`src/rtl/nexys_starship_pkg.sv`:
```
// ---------------------------------------------------------------------------
// nexys_starship_pkg
// Shared definitions for the Nexys Starship top-monster timing controller:
//   - state_e         : one-hot controller state encoding
//   - *_BIT           : bit positions of each state inside the one-hot word
//   - LFSR_TAP_MASK   : feedback taps 16,14,13,11 of the 16-bit Fibonacci LFSR
//   - ATK_FLOOR       : shortest attack window the difficulty ramp may reach
//   - sat_add8        : 8-bit add that clamps at 255
// ---------------------------------------------------------------------------
package nexys_starship_pkg;

  typedef enum logic [3:0] {
    ST_IDLE   = 4'b0001,
    ST_WAIT   = 4'b0010,
    ST_ACTIVE = 4'b0100,
    ST_DEAD   = 4'b1000
  } state_e;

  localparam int IDLE_BIT   = 0;
  localparam int WAIT_BIT   = 1;
  localparam int ACTIVE_BIT = 2;
  localparam int DEAD_BIT   = 3;

  // Register bits 15,13,12,10 correspond to polynomial taps 16,14,13,11.
  localparam logic [15:0] LFSR_TAP_MASK = 16'hB400;

  localparam logic [7:0] ATK_FLOOR = 8'd16;

  function automatic logic [7:0] sat_add8(input logic [7:0] a, input logic [7:0] b);
    logic [8:0] sum;
    sum = {1'b0, a} + {1'b0, b};
    return sum[8] ? 8'hFF : sum[7:0];
  endfunction

endpackage

```
`src/rtl/nexys_starship_tm_ctrl_if.sv`:
```
// ---------------------------------------------------------------------------
// nexys_starship_tm_ctrl_if
// Game-side signal bundle of the top-monster timing controller.
//   play_flag, tick, fire_top          : game -> controller
//   top_monster_ctrl, top_timeout,
//   game_over_req, hits[7:0],
//   q_Idle, q_Wait, q_Active, q_Dead   : controller -> game
// Modports: slave = the controller, master = whoever drives the game inputs.
// ---------------------------------------------------------------------------
interface nexys_starship_tm_ctrl_if;

  logic       play_flag;
  logic       tick;
  logic       fire_top;
  logic       top_monster_ctrl;
  logic       top_timeout;
  logic       game_over_req;
  logic [7:0] hits;
  logic       q_Idle;
  logic       q_Wait;
  logic       q_Active;
  logic       q_Dead;

  modport slave (
    input  play_flag, tick, fire_top,
    output top_monster_ctrl, top_timeout, game_over_req, hits,
           q_Idle, q_Wait, q_Active, q_Dead
  );

  modport master (
    output play_flag, tick, fire_top,
    input  top_monster_ctrl, top_timeout, game_over_req, hits,
           q_Idle, q_Wait, q_Active, q_Dead
  );

endinterface

```
`src/rtl/nexys_starship_lfsr16.sv`:
```
// ---------------------------------------------------------------------------
// nexys_starship_lfsr16
// Free-running 16-bit Fibonacci LFSR (taps 16,14,13,11), one step per Clk.
// Ports:
//   Clk   : system clock, rising edge
//   Reset : asynchronous, active-low
//   seed  : value loaded while in reset; must be non-zero (caller guarantees)
//   q     : current register contents
// ---------------------------------------------------------------------------
module nexys_starship_lfsr16
  import nexys_starship_pkg::*;
(
  input  logic        Clk,
  input  logic        Reset,
  input  logic [15:0] seed,
  output logic [15:0] q
);

  logic [15:0] lfsr_q;
  logic [15:0] lfsr_d;

  // Shift toward the MSB; the XOR of the tapped bits enters at bit 0.
  always_comb begin
    lfsr_d = {lfsr_q[14:0], ^(lfsr_q & LFSR_TAP_MASK)};
  end

  always_ff @(posedge Clk or negedge Reset) begin
    if (!Reset) begin
      lfsr_q <= seed;
    end else begin
      lfsr_q <= lfsr_d;
    end
  end

  assign q = lfsr_q;

endmodule

```
`src/rtl/nexys_starship_tm_ctrl.sv`:
```
// ---------------------------------------------------------------------------
// nexys_starship_tm_ctrl
// Top-monster timing controller: waits a pseudo-random gap, spawns a monster,
// and either counts a kill (fire_top) or declares the hull broken once the
// attack window runs out.
// Parameters:
//   LFSR_SEED    : LFSR reset value (0 is replaced by 16'h0001)
//   MIN_GAP      : minimum ticks between a kill/start and the next spawn
//   ATTACK_TICKS : ticks a spawned monster survives before breaking the hull
// Ports:
//   Clk   : system clock, rising edge
//   Reset : asynchronous, active-low
//   bus   : nexys_starship_tm_ctrl_if.slave (play_flag, tick, fire_top in;
//           top_monster_ctrl, top_timeout, game_over_req, hits, q_* out)
// Optional feature macro: NEXYS_STARSHIP_TM_DIFFICULTY_EN
//   Defined   : attack window shrinks by hits[7:3], never below ATK_FLOOR.
//   Undefined : attack window is always ATTACK_TICKS.
// ---------------------------------------------------------------------------
module nexys_starship_tm_ctrl
  import nexys_starship_pkg::*;
#(
  parameter logic [15:0] LFSR_SEED    = 16'hACE1,
  parameter logic [7:0]  MIN_GAP      = 8'd20,
  parameter logic [7:0]  ATTACK_TICKS = 8'd200
)
(
  input logic                       Clk,
  input logic                       Reset,
  nexys_starship_tm_ctrl_if.slave   bus
);

  // An all-zero seed would lock the LFSR, so it is swapped for 1.
  localparam logic [15:0] SEED_EFF = (LFSR_SEED == 16'h0000) ? 16'h0001 : LFSR_SEED;

  state_e      state_q, state_d;
  logic        ctrl_q, ctrl_d;
  logic        timeout_q, timeout_d;
  logic [7:0]  hits_q, hits_d;
  logic [7:0]  gap_q, gap_d;
  logic [7:0]  atk_q, atk_d;
  logic [15:0] lfsr_q;
  logic [7:0]  gap_load;
  logic [7:0]  atk_load;

  nexys_starship_lfsr16 u_lfsr (
    .Clk   (Clk),
    .Reset (Reset),
    .seed  (SEED_EFF),
    .q     (lfsr_q)
  );

  assign gap_load = sat_add8(MIN_GAP, {2'b00, lfsr_q[5:0]});

`ifdef NEXYS_STARSHIP_TM_DIFFICULTY_EN
  // max(ATK_FLOOR, ATTACK_TICKS - hits[7:3]) without unsigned underflow:
  // whenever ATTACK_TICKS < hits[7:3] + ATK_FLOOR the floor wins.
  logic [8:0] atk_floor_sum;
  assign atk_floor_sum = {4'b0000, hits_q[7:3]} + {1'b0, ATK_FLOOR};
  assign atk_load = ({1'b0, ATTACK_TICKS} < atk_floor_sum)
                    ? ATK_FLOOR
                    : (ATTACK_TICKS - {3'b000, hits_q[7:3]});
`else
  assign atk_load = ATTACK_TICKS;
`endif

  // Next-state logic. play_flag=0 aborts WAIT/ACTIVE/DEAD before anything
  // else; in ACTIVE a shot beats an expiring tick in the same cycle.
  // top_timeout is a one-cycle pulse, so it defaults low every cycle.
  always_comb begin
    state_d   = state_q;
    ctrl_d    = ctrl_q;
    timeout_d = 1'b0;
    hits_d    = hits_q;
    gap_d     = gap_q;
    atk_d     = atk_q;

    unique case (state_q)
      ST_IDLE: begin
        ctrl_d = 1'b0;
        if (bus.play_flag) begin
          state_d = ST_WAIT;
          gap_d   = gap_load;
          hits_d  = 8'd0;
        end
      end

      ST_WAIT: begin
        ctrl_d = 1'b0;
        if (!bus.play_flag) begin
          state_d = ST_IDLE;
        end else if (bus.tick) begin
          if (gap_q == 8'd0) begin
            state_d = ST_ACTIVE;
            ctrl_d  = 1'b1;
            atk_d   = atk_load;
          end else begin
            gap_d = gap_q - 8'd1;
          end
        end
      end

      ST_ACTIVE: begin
        ctrl_d = 1'b1;
        if (!bus.play_flag) begin
          state_d = ST_IDLE;
          ctrl_d  = 1'b0;
        end else if (bus.fire_top) begin
          state_d = ST_WAIT;
          ctrl_d  = 1'b0;
          hits_d  = sat_add8(hits_q, 8'd1);
          gap_d   = gap_load;
        end else if (bus.tick) begin
          // <=1 also catches a zero-length window instead of wrapping.
          if (atk_q <= 8'd1) begin
            state_d   = ST_DEAD;
            timeout_d = 1'b1;
          end else begin
            atk_d = atk_q - 8'd1;
          end
        end
      end

      ST_DEAD: begin
        ctrl_d = 1'b1;
        if (!bus.play_flag) begin
          state_d = ST_IDLE;
          ctrl_d  = 1'b0;
        end
      end

      default: begin
        state_d = ST_IDLE;
        ctrl_d  = 1'b0;
      end
    endcase
  end

  // State and datapath registers; reset abandons any spawn or attack.
  always_ff @(posedge Clk or negedge Reset) begin
    if (!Reset) begin
      state_q   <= ST_IDLE;
      ctrl_q    <= 1'b0;
      timeout_q <= 1'b0;
      hits_q    <= 8'd0;
      gap_q     <= 8'd0;
      atk_q     <= 8'd0;
    end else begin
      state_q   <= state_d;
      ctrl_q    <= ctrl_d;
      timeout_q <= timeout_d;
      hits_q    <= hits_d;
      gap_q     <= gap_d;
      atk_q     <= atk_d;
    end
  end

  // The gap only needs the low six LFSR bits, but the whole register must
  // never collapse to zero.
  lfsr_nonzero_a : assert property (@(posedge Clk) disable iff (!Reset) lfsr_q != 16'h0000);

  assign bus.top_monster_ctrl = ctrl_q;
  assign bus.top_timeout      = timeout_q;
  assign bus.game_over_req    = state_q[DEAD_BIT];
  assign bus.hits             = hits_q;
  assign bus.q_Idle           = state_q[IDLE_BIT];
  assign bus.q_Wait           = state_q[WAIT_BIT];
  assign bus.q_Active         = state_q[ACTIVE_BIT];
  assign bus.q_Dead           = state_q[DEAD_BIT];

endmodule

```
`src/flat_wrapper.sv`:
```
// flat-port wrapper written by rule: the top's interface ports become plain ports
module nexys_starship_tm_ctrl_flat import nexys_starship_pkg::*;
#(
  parameter logic [15:0] LFSR_SEED    = 16'hACE1,
  parameter logic [7:0]  MIN_GAP      = 8'd20,
  parameter logic [7:0]  ATTACK_TICKS = 8'd200
)
  (Clk, Reset, bus_play_flag, bus_tick, bus_fire_top, bus_top_monster_ctrl, bus_top_timeout, bus_game_over_req, bus_hits, bus_q_Idle, bus_q_Wait, bus_q_Active, bus_q_Dead);
  nexys_starship_tm_ctrl_if bus_i ();
  input logic Clk;
  input logic Reset;
  input wire logic [$bits(bus_i.play_flag)-1:0] bus_play_flag;
  input wire logic [$bits(bus_i.tick)-1:0] bus_tick;
  input wire logic [$bits(bus_i.fire_top)-1:0] bus_fire_top;
  output wire logic [$bits(bus_i.top_monster_ctrl)-1:0] bus_top_monster_ctrl;
  output wire logic [$bits(bus_i.top_timeout)-1:0] bus_top_timeout;
  output wire logic [$bits(bus_i.game_over_req)-1:0] bus_game_over_req;
  output wire logic [$bits(bus_i.hits)-1:0] bus_hits;
  output wire logic [$bits(bus_i.q_Idle)-1:0] bus_q_Idle;
  output wire logic [$bits(bus_i.q_Wait)-1:0] bus_q_Wait;
  output wire logic [$bits(bus_i.q_Active)-1:0] bus_q_Active;
  output wire logic [$bits(bus_i.q_Dead)-1:0] bus_q_Dead;
  assign bus_i.play_flag = bus_play_flag;
  assign bus_i.tick = bus_tick;
  assign bus_i.fire_top = bus_fire_top;
  assign bus_top_monster_ctrl = bus_i.top_monster_ctrl;
  assign bus_top_timeout = bus_i.top_timeout;
  assign bus_game_over_req = bus_i.game_over_req;
  assign bus_hits = bus_i.hits;
  assign bus_q_Idle = bus_i.q_Idle;
  assign bus_q_Wait = bus_i.q_Wait;
  assign bus_q_Active = bus_i.q_Active;
  assign bus_q_Dead = bus_i.q_Dead;
  nexys_starship_tm_ctrl #(.LFSR_SEED(LFSR_SEED), .MIN_GAP(MIN_GAP), .ATTACK_TICKS(ATTACK_TICKS)) u_core (.Clk(Clk), .Reset(Reset), .bus(bus_i));
endmodule
```
`config.mk`:
```
export PLATFORM = sky130hd
export DESIGN_NAME = nexys_starship_tm_ctrl_flat
export DESIGN_NICKNAME = d
export VERILOG_FILES = /design/src/rtl/nexys_starship_pkg.sv /design/src/rtl/nexys_starship_tm_ctrl_if.sv /design/src/rtl/nexys_starship_lfsr16.sv /design/src/rtl/nexys_starship_tm_ctrl.sv /design/src/flat_wrapper.sv
export SDC_FILE = /design/constraint.sdc
export NUM_CORES = 1
export LEC_CHECK = 0
export BUFFER_PORTS_ARGS = -buffer_cell sky130_fd_sc_hd__buf_2
export CAP_MARGIN = 20
export CORE_UTILIZATION = 50
export DETAILED_ROUTE_END_ITERATION = 10
export PLACE_DENSITY = 0.69
export SETUP_SLACK_MARGIN = 0.2
export SKIP_LAST_GASP = 1
export SLEW_MARGIN = 5
export SYNTH_ARGS = -nofsm -noshare
export SYNTH_HDL_FRONTEND = slang
export SYNTH_SLANG_ARGS = --single-unit
```
`constraint.sdc`:
```
create_clock -name Clk -period 2.24 [get_ports Clk]
set_input_delay 0.224 -clock Clk [delete_from_list [all_inputs] [get_ports Clk]]
set_output_delay 0.224 -clock Clk [all_outputs]
set_load 0.01 [all_outputs]
```
After elaboration in Yosys (flattened, before gate mapping). Index checks and enable logic that the tools add are counted.

Flip-flop bits (word level): 46. Input bits: 5. Output and inout port bits: 15. Logic and storage cells: 83.

$add $sub $neg: 4. Magnitude comparators: 1. Eq/ne operators: 19. Muxes and demuxes: 43. Reduce and logical (&&, ||, !) cells: 9.

Operators by type and width (count): $mux 8 (18); $mux 4 (9); $pmux 8 s2 (2); $pmux 8 s3 (1); $ne 2x2->1 const B (10); $pmux 4 s4 (1); $reduce_xor 16->1 (1); $sub 8x1->8 const B (2); $mux 1 (11); $add 8x1->9 const B (1); $le 8x1->1 const B (1); $logic_not 8->1 (1); $reduce_and 8->1 (1); $add 5x6->7 const A (1); $reduce_and 7->1 (1); $reduce_and 6->1 (1); $eq 4x1->1 const B (1); $eq 4x2->1 const B (1); $eq 4x3->1 const B (1); $eq 4x4->1 const B (1); $ne 4x3->1 const B (1); $ne 4x4->1 const B (1); $reduce_and 4->1 (1); $reduce_bool 2->1 (2); 5 further kinds (5).

Longest topological paths before layout. Gate-level depths: netlist (run 1).

Depth after elaboration: 6. Depth in mapped cells: 6. Mapped depth without buffers: 6.

Worst setup path after synthesis (run 1). Ideal clock, no wire load.

Path type: reg-to-reg. Start: register u_core.state_q[0]. End: register u_core.gap_q[7]. Library setup time: 0.074 ns. Data arrival time: 1.968 ns. Required time: 2.166 ns. Slack: 0.198 ns. Stages on the path, launching flop included: 6. Path buffers: 1. Clock period less this slack: 2.042 ns. Cell sequence: dfstp_2 > buf_6 > or3b_4 > a31o_4 > or4_4 > a21oi_2.

Word-level cells in the longest chain between the ends: 3. Elaborated cells on any way between the ends: 12. Those cells by class: eq/ne: 9; mux: 1; reduce/logical: 2.

RTL lines: start: declaration (RTL line nexys_starship_tm_ctrl.sv:35) `state_e state_q, state_d;`; start signal: assignment (RTL line nexys_starship_tm_ctrl.sv:148) `state_q <= state_d;`; $eq 4x2->1, or another cell as far along (RTL line nexys_starship_tm_ctrl.sv:77) `unique case (state_q)`; $ne 2x2->1 (no line) or $reduce_bool 3->1 (tied branches); $reduce_and 7->1 (no line); end signal: assignment (RTL line nexys_starship_tm_ctrl.sv:152) `gap_q <= gap_d;`; end: declaration (RTL line nexys_starship_tm_ctrl.sv:39) `logic [7:0] gap_q, gap_d;`.

Parallel ways exist; a longest one is shown, timed or not. A chain may end at the register's enable or synchronous reset.

Worst setup path in the final report (run 1).
Start: register u_core.gap_q[5]. End: register u_core.atk_q[1].

Word-level cells in the longest chain between the ends: 3.

RTL lines: $logic_not 8->1 (RTL line nexys_starship_tm_ctrl.sv:92) `if (gap_q == 8'd0) begin`; $ne 2x1->1 (no line); $reduce_and 8->1 (no line); end signal: assignment (RTL line nexys_starship_tm_ctrl.sv:153) `atk_q <= atk_d;`; end: declaration (RTL line nexys_starship_tm_ctrl.sv:40) `logic [7:0] atk_q, atk_d;`.

No other way between the ends.

==> reports/qor_table.md, run 1 <==
| Quantity | This run |
|:---|:---|
| Proportion of power drawn by combinational gates | 0.321 |
| Total standard cell area after synthesis | 2410 µm² |
| Minimum setup slack after placement | 0.204 ns |
| Initial antenna violation count | 0 |
| Count of input and output buffers | 19 |
| Antenna diode count | 0 |
| Synth-to-layout area growth | 15.5% |
| Power density over the cells | 1000 nW/µm² |
| Final critical delay including setup and external delays | 1.95 ns |
| Worst Hold Margin | -0.00904 ns |
| Sum of overflow across all layers after global routing | 0 |
| Synthesized instance count | 236 |
| Achievable Freq | 513 MHz |
| Placed inst area | 2590 µm² |
| Cell count after placement | 308 |
| Length of the first detailed-routing pass in iterations | 4 |
| Antenna Nets Post-Route | 0 |
| Die Width | 71.5 µm |
| Die Footprint | 5110 µm² |
| Share of power burned in the clock network | 0.269 |
| First-iteration detailed-routing DRC count | 86 |
| Rows | 24 |
| Hold violation total from the final report | 8 |
| Core area | 4500 µm² |
| Violated checks | hold timing |
| Global router's overall resource usage | 0.213 |
| Overall via count from detail_route | 1959 |
| Reported max-cap violation count | 0 |
| Clock tree skew after final layout | 0.00926 ns |
| CTS sink cnt | 46 |
| Fin crit share | 0.870 |
| Relative slew slack | 0.620 |
| Vertical die dimension | 71.5 µm |
| Final std cells w/o fill | 318 |
| Outcome | finished with violations |
| Seq cells post-synth | 46 |
| CP Max Fanout | 6 |
| Number of fill cells | 395 |
| Average wire per standard cell | 16.2 µm |
| Wire length of the first global-routing pass | 8490 µm |
| Nets@finish | 275 |
| Starting density of the core | 0.536 |
| Startpoint Class | register |
| Detailed placement HPWL | 3550 µm |
| Pin count of the biggest net entering global routing | 47 |
| Setup repair after global routing missed its margin | false |
| Total detailed-routing wirelength | 5150 µm |
| Async S/R FF share, synth | 1.00 |
| Crit path required time | 2.44 ns |
| Pin slew with the least headroom to its limit | 0.571 ns |
| Maximum ir drop on the vdd rail | 0.448 mV |
| Utilization of the core after routing | 0.618 |
| Most used cells in the layout excluding fill and tap cells | dfrtp_1, buf_2, a21oi_1 |
| TritonCTS clock tree | yes |
| Setup total negative slack | 0 ns |
| Deepest clock path buffer count | 2 |
| Worst skew pair latency | 0.30 ns |
| Synth warnings | 0 |
| Final instance area | 2790 µm² |
| Number of global-route vias before repair | 1791 |
| Clock-pin transition on the worst setup and hold timing paths | 0.09 ns |
| Internal power | 1.84 mW |
| Mean Syn Cell Area | 10.2 µm² |
| Crit path kind | register to register |
| Sequential fraction of design power | 0.410 |
| Switching part of the total power | 0.343 |
| Pins over their slew limit | 0 |
| Number of vias per cell | 6.16 |
| Number of H-tree levels | 2 |
| Final Setup Violations | 0 |
| Min-Delay Path Class | input port to async pin |
| Crit path setup slack, layout | 0.292 ns |
| Synthesized net count | 246 |
| # hold bufs at CTS | 0 |
| Clk root buf | clkbuf_8 |
| Critical path capture point type | register |
| Switching power summed over all nets | 0.960 mW |
| Arrival @ worst endpoint | 2.15 ns |
| Boundary pin count | 20 |
| Register area share after synthesis | 0.482 |
| DRC violations left | 0 |
| Ratio of cells with drive above 1 in the final layout | 0.252 |
| Total power of the final layout | 2.80 mW |
| Yosys cell types | 62 |
| Clock buffer count from CTS | 5 |
| Number of flops mapped to enable cells by yosys | 0 |
| Leading cell type in the layout, fill and taps excluded | dfrtp_1 |
| Leading register cell type out of synthesis | dfrtp_1 |
| Global placement routability congestion | 0.901 |
| Leakage dissipation | 1.22 nW |
## power groups by stage
stage	combinational (mW)	sequential, mW	clock, mW
finish	0.899	1.15	0.753
global route	0.998	1.17	0.789
CTS	0.820	1.15	0.767
detailed placement	0.816	1.17	0
global placement	0.807	1.17	0
floorplan	0.657	1.09	0
## final timing paths
path,start,to,slack [ns],cells after the start
worst max-delay path,u_core.gap_q[5]$_DFFE_PN0P_,u_core.atk_q[1]$_DFFE_PN0P_,0.29,5
worst min-delay path,Reset,u_core.gap_q[3]$_DFFE_PN0P_,-0.009,2
worst max register to register,u_core.gap_q[5]$_DFFE_PN0P_,u_core.atk_q[1]$_DFFE_PN0P_,0.29,5
worst min register to register,u_core.u_lfsr.q[8]$_DFF_PN0_,u_core.u_lfsr.q[9]$_DFF_PN0_,0.36,0
max in group asynchronous,Reset,u_core.state_q[1]$_DFFE_PN0P_,1.83,2
min in group Clk,bus_tick,u_core.state_q[2]$_DFFE_PN0P_,0.29,3
## flip-flops by register name, indices dropped and copies added, names as in the netlist
name                         cells
u_core.u_lfsr.q                 16
u_core.atk_q                     8
u_core.bus.hits                  8
u_core.gap_q                     8
u_core.state_q                   4
u_core.bus.top_monster_ctrl      1
u_core.bus.top_timeout           1
## synth_stat cells (3+ instances only)
master	number	area, µm²
inv_1	15	56.3
nor2_1	12	45.0
o31ai_1	10	75.1
nor4_1	4	25.0
a21oi_1	18	90.1
a21o_1	3	22.5
o41ai_1	3	26.3
dfrtp_1	37	926
xnor2_1	4	35.0
clkbuf_1	3	11.3
nor3_1	8	40.0
o22ai_1	3	18.8
nor3b_1	4	30.0
nand2_1	7	26.3
ha_1	5	62.6
and3_1	3	18.8
dfstp_2	9	236
nand3_1	10	50.1
buf_2	3	15.0
o21ai_0	16	80.1
o211ai_1	3	22.5
a31oi_1	6	37.5
## routing by layer
| metal | vias up | track usage | routed length (µm) |
|---|---|---|---|
| met3 | 7 | 0.0464 | 177 |
| met1 | 955 | 0.293 | 2490 |
| met2 | 41 | 0.332 | 2420 |
| met4 | 0 | 0.0828 | 72 |
| li1 | 956 | - | - |
| met5 | - | 0 | 0 |
## critical path, stage by stage, from the launching register on
cell	delay [ns]
dfrtp_1	0.43
or4_1	0.68
o21ai_2	0.24
buf_4	0.16
o2111ai_1	0.14
a21o_1	0.20
## final cells by class
| cell class | count | area [µm²] | area share |
|---|---|---|---|
| repair buffers | 30 | 178 | 0.0638 |
| inverters | 15 | 56.3 | 0.0202 |
| well taps | 52 | 65.1 | 0.0234 |
| clock buffers | 6 | 82.6 | 0.0296 |
| clock inverters | 2 | 60.1 | 0.0216 |
| multi-input cells | 167 | 1180 | 0.424 |
| flip-flops and latches | 46 | 1160 | 0.418 |
## cell families after synthesis
family          count (synthesis)  synth area share
compound gates                 83             0.231
xor+xnor                        6            0.0218
fa+ha+maj                       5            0.0259
buf+inv                        23            0.0420
flops                          46             0.482
mux                             1           0.00415
simple gates                   72             0.193
## timing repair
action	in CTS	in global routing
resized for setup	1	7
buffers inserted	0	2
endpoints found under the setup margin	1	15
gates cloned	0	0
No activity file was read; power rests on OpenSTA's default activity.
==> run 2: changes to the inputs <==
--- a/config.mk
+++ b/config.mk
@@ -5,11 +5,13 @@
 export SDC_FILE = /design/constraint.sdc
 export NUM_CORES = 1
 export LEC_CHECK = 0
+export ABC_AREA = 1
 export BUFFER_PORTS_ARGS = -buffer_cell sky130_fd_sc_hd__buf_2
 export CAP_MARGIN = 20
 export CORE_UTILIZATION = 50
 export DETAILED_ROUTE_END_ITERATION = 10
-export PLACE_DENSITY = 0.69
+export GPL_ROUTABILITY_DRIVEN = 0
+export PLACE_DENSITY = 0.68
 export SETUP_SLACK_MARGIN = 0.2
 export SKIP_LAST_GASP = 1
 export SLEW_MARGIN = 5
==> constraint.sdc (replaced) <==
create_clock -name Clk -period 2.24 [get_ports Clk]
set_input_delay 0.224 -clock Clk [delete_from_list [all_inputs] [get_ports Clk]]
set_output_delay 0.224 -clock Clk [all_outputs]
set_load 0.005 [all_outputs]
==> reports/qor_table.md, run 2 <==
| Quantity | This run | vs previous |
|:---|:---|:---|
| Minimum setup slack after placement | 0.533 ns | was 0.204 ns |
| Async S/R FF share, synth | 1.00 | unchanged |
| Achievable Freq | 561 MHz | was 513 MHz |
| Worst skew pair latency | 0.30 ns | about the same |
| Hold violation total from the final report | 18 | was 8 |
| Startpoint Class | register | unchanged |
| Crit path setup slack, layout | 0.458 ns | was 0.292 ns |
| Cell type with the largest total area after synthesis | dfrtp_1 | unchanged |
| Crit path required time | 2.44 ns | about the same |
| Clk root buf | clkbuf_8 | unchanged |
| Sequential fraction of design power | 0.384 | was 0.410 |
| Power density over the cells | 1020 nW/µm² | was 1000 nW/µm² |
| Dominant combinational cell family by area after synthesis | simple AND/OR/NAND/NOR gates | was compound AO/OA/AOI/OAI gates |
| Maximum ir drop on the vdd rail | 0.699 mV | was 0.448 mV |
| Utilization of the core after routing | 0.580 | was 0.618 |
| Final instance area | 2790 µm² | about the same |
| Clock tree skew after final layout | 0.00737 ns | was 0.00926 ns |
| Die Footprint | 5400 µm² | was 5110 µm² |
| Number of cell instances on the worst register-to-register path | 8 | was 5 |
| Highest-utilization routing layer at the global route stage | met2 | unchanged |
| Violated checks | hold timing | unchanged |
| Post-CTS Resized | 0 | was 1 |
| Core area | 4820 µm² | was 4500 µm² |
| Start point of the critical path | u_core.state_q[1]$_DFFE_PN0P_ | was u_core.gap_q[5]$_DFFE_PN0P_ |
| CTS sink cnt | 46 | unchanged |
| Crit-path slowest cell | dfrtp_1 | was or4_1 |
| Number of post-CTS setup repair buffers | 0 | unchanged |
| First-iteration detailed-routing DRC count | 200 | was 86 |
| Met2 track demand over resource | 0.328 | was 0.332 |
| Rows | 25 | was 24 |
| Seq cells post-synth | 46 | unchanged |
| Boundary pin count | 20 | unchanged |
| Leading cell type in the layout, fill and taps excluded | nand2_1 | was dfrtp_1 |
| Critical path's largest stage delay | 0.43 ns | was 0.68 ns |
| Vertical die dimension | 73.5 µm | was 71.5 µm |
| Post-synthesis simple-gate area fraction | 0.381 | was 0.193 |
| Pin count of the biggest net entering global routing | 47 | unchanged |
| Capturing element of the worst setup path | u_core.bus.hits[5]$_DFFE_PN0P_ | was u_core.atk_q[1]$_DFFE_PN0P_ |
| Yosys cell types | 28 | was 62 |
| Fin crit share | 0.795 | was 0.870 |
| Detailed placement HPWL | 3660 µm | was 3550 µm |
| Outcome | finished with violations | unchanged |
| Most frequently used cell type in the post-synthesis netlist | nand2_1 | was dfrtp_1 |
| Critical path, cell by cell | nor2_2, nand3_2, nor2_2, nand2_2, nand2_1, o21ai_1, nand2_1, nand2_1 | was or4_1, o21ai_2, buf_4, o2111ai_1, a21o_1 |
| Synth-to-layout area growth | 9.36% | was 15.5% |
| Number of flops mapped to enable cells by yosys | 0 | unchanged |
| DRC violations left | 0 | unchanged |
| Critical path capture point type | register | unchanged |
| Fraction of met3 tracks used by global routing | 0.0425 | was 0.0464 |
| Global router's overall resource usage | 0.215 | was 0.213 |
| Worst reg2reg startpoint | u_core.state_q[1]$_DFFE_PN0P_ | was u_core.gap_q[5]$_DFFE_PN0P_ |
| Setup repair after global routing missed its margin | false | unchanged |
| Clock-pin transition on the worst setup and hold timing paths | 0.10 ns | was 0.09 ns |
| Leakage dissipation | 1.52 nW | was 1.22 nW |
| # hold bufs at CTS | 0 | unchanged |
| Proportion of power drawn by combinational gates | 0.429 | was 0.321 |
| Reported max-cap violation count | 0 | unchanged |
| Number of fill cells | 476 | was 395 |
| Most instantiated cells after synthesis | nand2_1, nand3_1, dfrtp_1, inv_1, nor2_1 | was dfrtp_1, a21oi_1, o21ai_0 |
| Switching part of the total power | 0.444 | was 0.343 |
| Worst Hold Margin | -0.00881 ns | was -0.00904 ns |
| Flip-flop count of the largest register, all copies and words added | 16 | unchanged |
| CP dominant cell by count | nand2_1 |  |
| Clock buffer count from CTS | 5 | unchanged |
| Pins over their slew limit | 0 | unchanged |
| Leading register cell type out of synthesis | dfrtp_1 | unchanged |
| Register area share after synthesis | 0.455 | was 0.482 |
| Endpoint of the lowest-slack register-to-register path | u_core.bus.hits[5]$_DFFE_PN0P_ | was u_core.atk_q[1]$_DFFE_PN0P_ |
| Synth warnings | 0 | unchanged |
| Ratio of cells with drive above 1 in the final layout | 0.156 | was 0.252 |
| Share of the synthesized area in the top cell type | 0.363 | was 0.384 |
| Synthesized instance count | 336 | was 236 |
| Total standard cell area after synthesis | 2550 µm² | was 2410 µm² |
| Mean Syn Cell Area | 7.60 µm² | was 10.2 µm² |
| Synthesized net count | 346 | was 246 |
| TritonCTS clock tree | yes | unchanged |
| Switching power summed over all nets | 1.26 mW | was 0.960 mW |
| Complex-gate fraction of the synthesized area | 0.0490 | was 0.231 |
| Routing usage on met1 | 0.311 | was 0.293 |
| Nets@finish | 368 | was 275 |
| Antenna Nets Post-Route | 0 | unchanged |
| Setup total negative slack | 0 ns | unchanged |
| Area share of xor/xnor cells in the synthesized design | 0.0171 | was 0.0218 |
| CP Max Fanout | 13 | was 6 |
| Final critical delay including setup and external delays | 1.78 ns | was 1.95 ns |
| Number of vias per cell | 5.10 | was 6.16 |
| Crit path kind | register to register | unchanged |
| Sum of overflow across all layers after global routing | 0 | unchanged |
| Number of global-route vias before repair | 1974 | was 1791 |
| Ranking of synthesized cells by area | dfrtp_1, nand2_1, dfstp_2, nand3_1, inv_1 | was dfrtp_1, dfstp_2, a21oi_1, o21ai_0, o31ai_1 |
| Share of cell area taken by muxes after synthesis | 0 | was 0.00415 |
| Overall via count from detail_route | 2173 | was 1959 |
| Initial antenna violation count | 0 | unchanged |
| Count of input and output buffers | 19 | unchanged |
| Die Width | 73.5 µm | was 71.5 µm |
| Relative slew slack | 0.627 | was 0.620 |
| Wire length of the first global-routing pass | 8900 µm | was 8490 µm |
| Deepest clock path buffer count | 2 | unchanged |
| Setup slack, reg-to-reg | 0.46 ns | was 0.29 ns |
| Number of H-tree levels | 2 | unchanged |
| Min-Delay Path Class | input port to async pin | unchanged |
| Arrival @ worst endpoint | 1.98 ns | was 2.15 ns |
| Average wire per standard cell | 12.0 µm | was 16.2 µm |
| Length of the first detailed-routing pass in iterations | 4 | unchanged |
| Final Setup Violations | 0 | unchanged |
| Antenna diode count | 0 | unchanged |
| Most used cells in the layout excluding fill and tap cells | nand2_1, nand3_1, inv_1, dfrtp_1, nor2_1 | was dfrtp_1, buf_2, a21oi_1 |
| Share of power burned in the clock network | 0.188 | was 0.269 |
| Adder-cell area share of the yosys netlist | 0.0245 | was 0.0259 |
| Pin slew with the least headroom to its limit | 0.560 ns | was 0.571 ns |
| Internal power | 1.58 mW | was 1.84 mW |
| Placed inst area | 2700 µm² | was 2590 µm² |
| Starting density of the core | 0.530 | was 0.536 |
| Total detailed-routing wirelength | 5130 µm | was 5150 µm |
run 2: changes by cell type after synthesis, sizes merged, moves of 4 or more:
cell	delta
a21oi	-17
a31oi	-6
inv	+24
nand2	+101
nand3	+35
nand4	+9
nor2	+29
nor3	-5
nor3b	-4
nor4	-4
o31ai	-10
run 2: logic make-up after synthesis:
kind of cell	Yosys count
xor gates and xnor gates	5
DFF	46
and+or+nand+nor	212
adders and majority gates	5
buffers and inverters	44
AOI/OAI and AO/OA	24
run 2: area by class of cell:
| class | instances | area, µm² | area share |
|---|---|---|---|
| multi-input cells | 246 | 1200 | 0.431 |
| flip-flops and latches | 46 | 1160 | 0.416 |
| inverters | 39 | 146 | 0.0524 |
| repair buffers | 20 | 103 | 0.0367 |
| well taps | 67 | 83.8 | 0.0300 |
| clock buffers | 5 | 68.8 | 0.0246 |
| clock inverters | 3 | 23.8 | 0.00851 |
run 2: how the worst min path moves through the flow:
stage / slack [ns] / to / startpoint / depth (start not counted)
3_3_place_gp: 0.33 / u_core.u_lfsr.q[15]$_DFF_PN1_ / u_core.u_lfsr.q[14]$_DFF_PN0_ / 0
4_1_cts: 0.01 / u_core.gap_q[3]$_DFFE_PN0P_ / Reset / 2
3_5_place_dp: 0.34 / u_core.u_lfsr.q[9]$_DFF_PN0_ / u_core.u_lfsr.q[8]$_DFF_PN0_ / 0
6_report: -0.009 / u_core.gap_q[3]$_DFFE_PN0P_ / Reset / 2
5_1_grt: 0.05 / u_core.gap_q[3]$_DFFE_PN0P_ / Reset / 2
2_1_floorplan: -0.07 / u_core.atk_q[0]$_DFFE_PN0P_ / Reset / 0
run 2: power by group through the flow:
stage	Combinational (mW)	Clock, mW	Sequential, mW
2_1_floorplan	0.988	0	1.08
4_1_cts	1.22	0.550	1.09
5_1_grt	1.41	0.586	1.11
6_report	1.22	0.535	1.09
3_3_place_gp	1.21	0	1.11
3_5_place_dp	1.22	0	1.11
run 2: stage by stage:
stage                     hold WS (ns)  total power [mW]  instances
final                         -0.00881              2.85        426
after global routing            0.0510              3.11        426
after CTS                       0.0134              2.86        426
after detailed placement         0.341              2.33        418
after global placement           0.334              2.31        418
after floorplan                -0.0716              2.07        336
run 2: routing by layer:
metal | share of wire | routed length, µm
met5 | 0 | 0
met4 | 0.0099 | 51
met3 | 0.031 | 158
met2 | 0.44 | 2260
met1 | 0.52 | 2660
run 2: worst max-delay path: cells and delay by family, from the launching register on:
kind             cells  cell delay (ns)
AND/OR/NAND/NOR      7             1.14
AO/OA/AOI/OAI        1             0.11
flip-flops           1             0.43
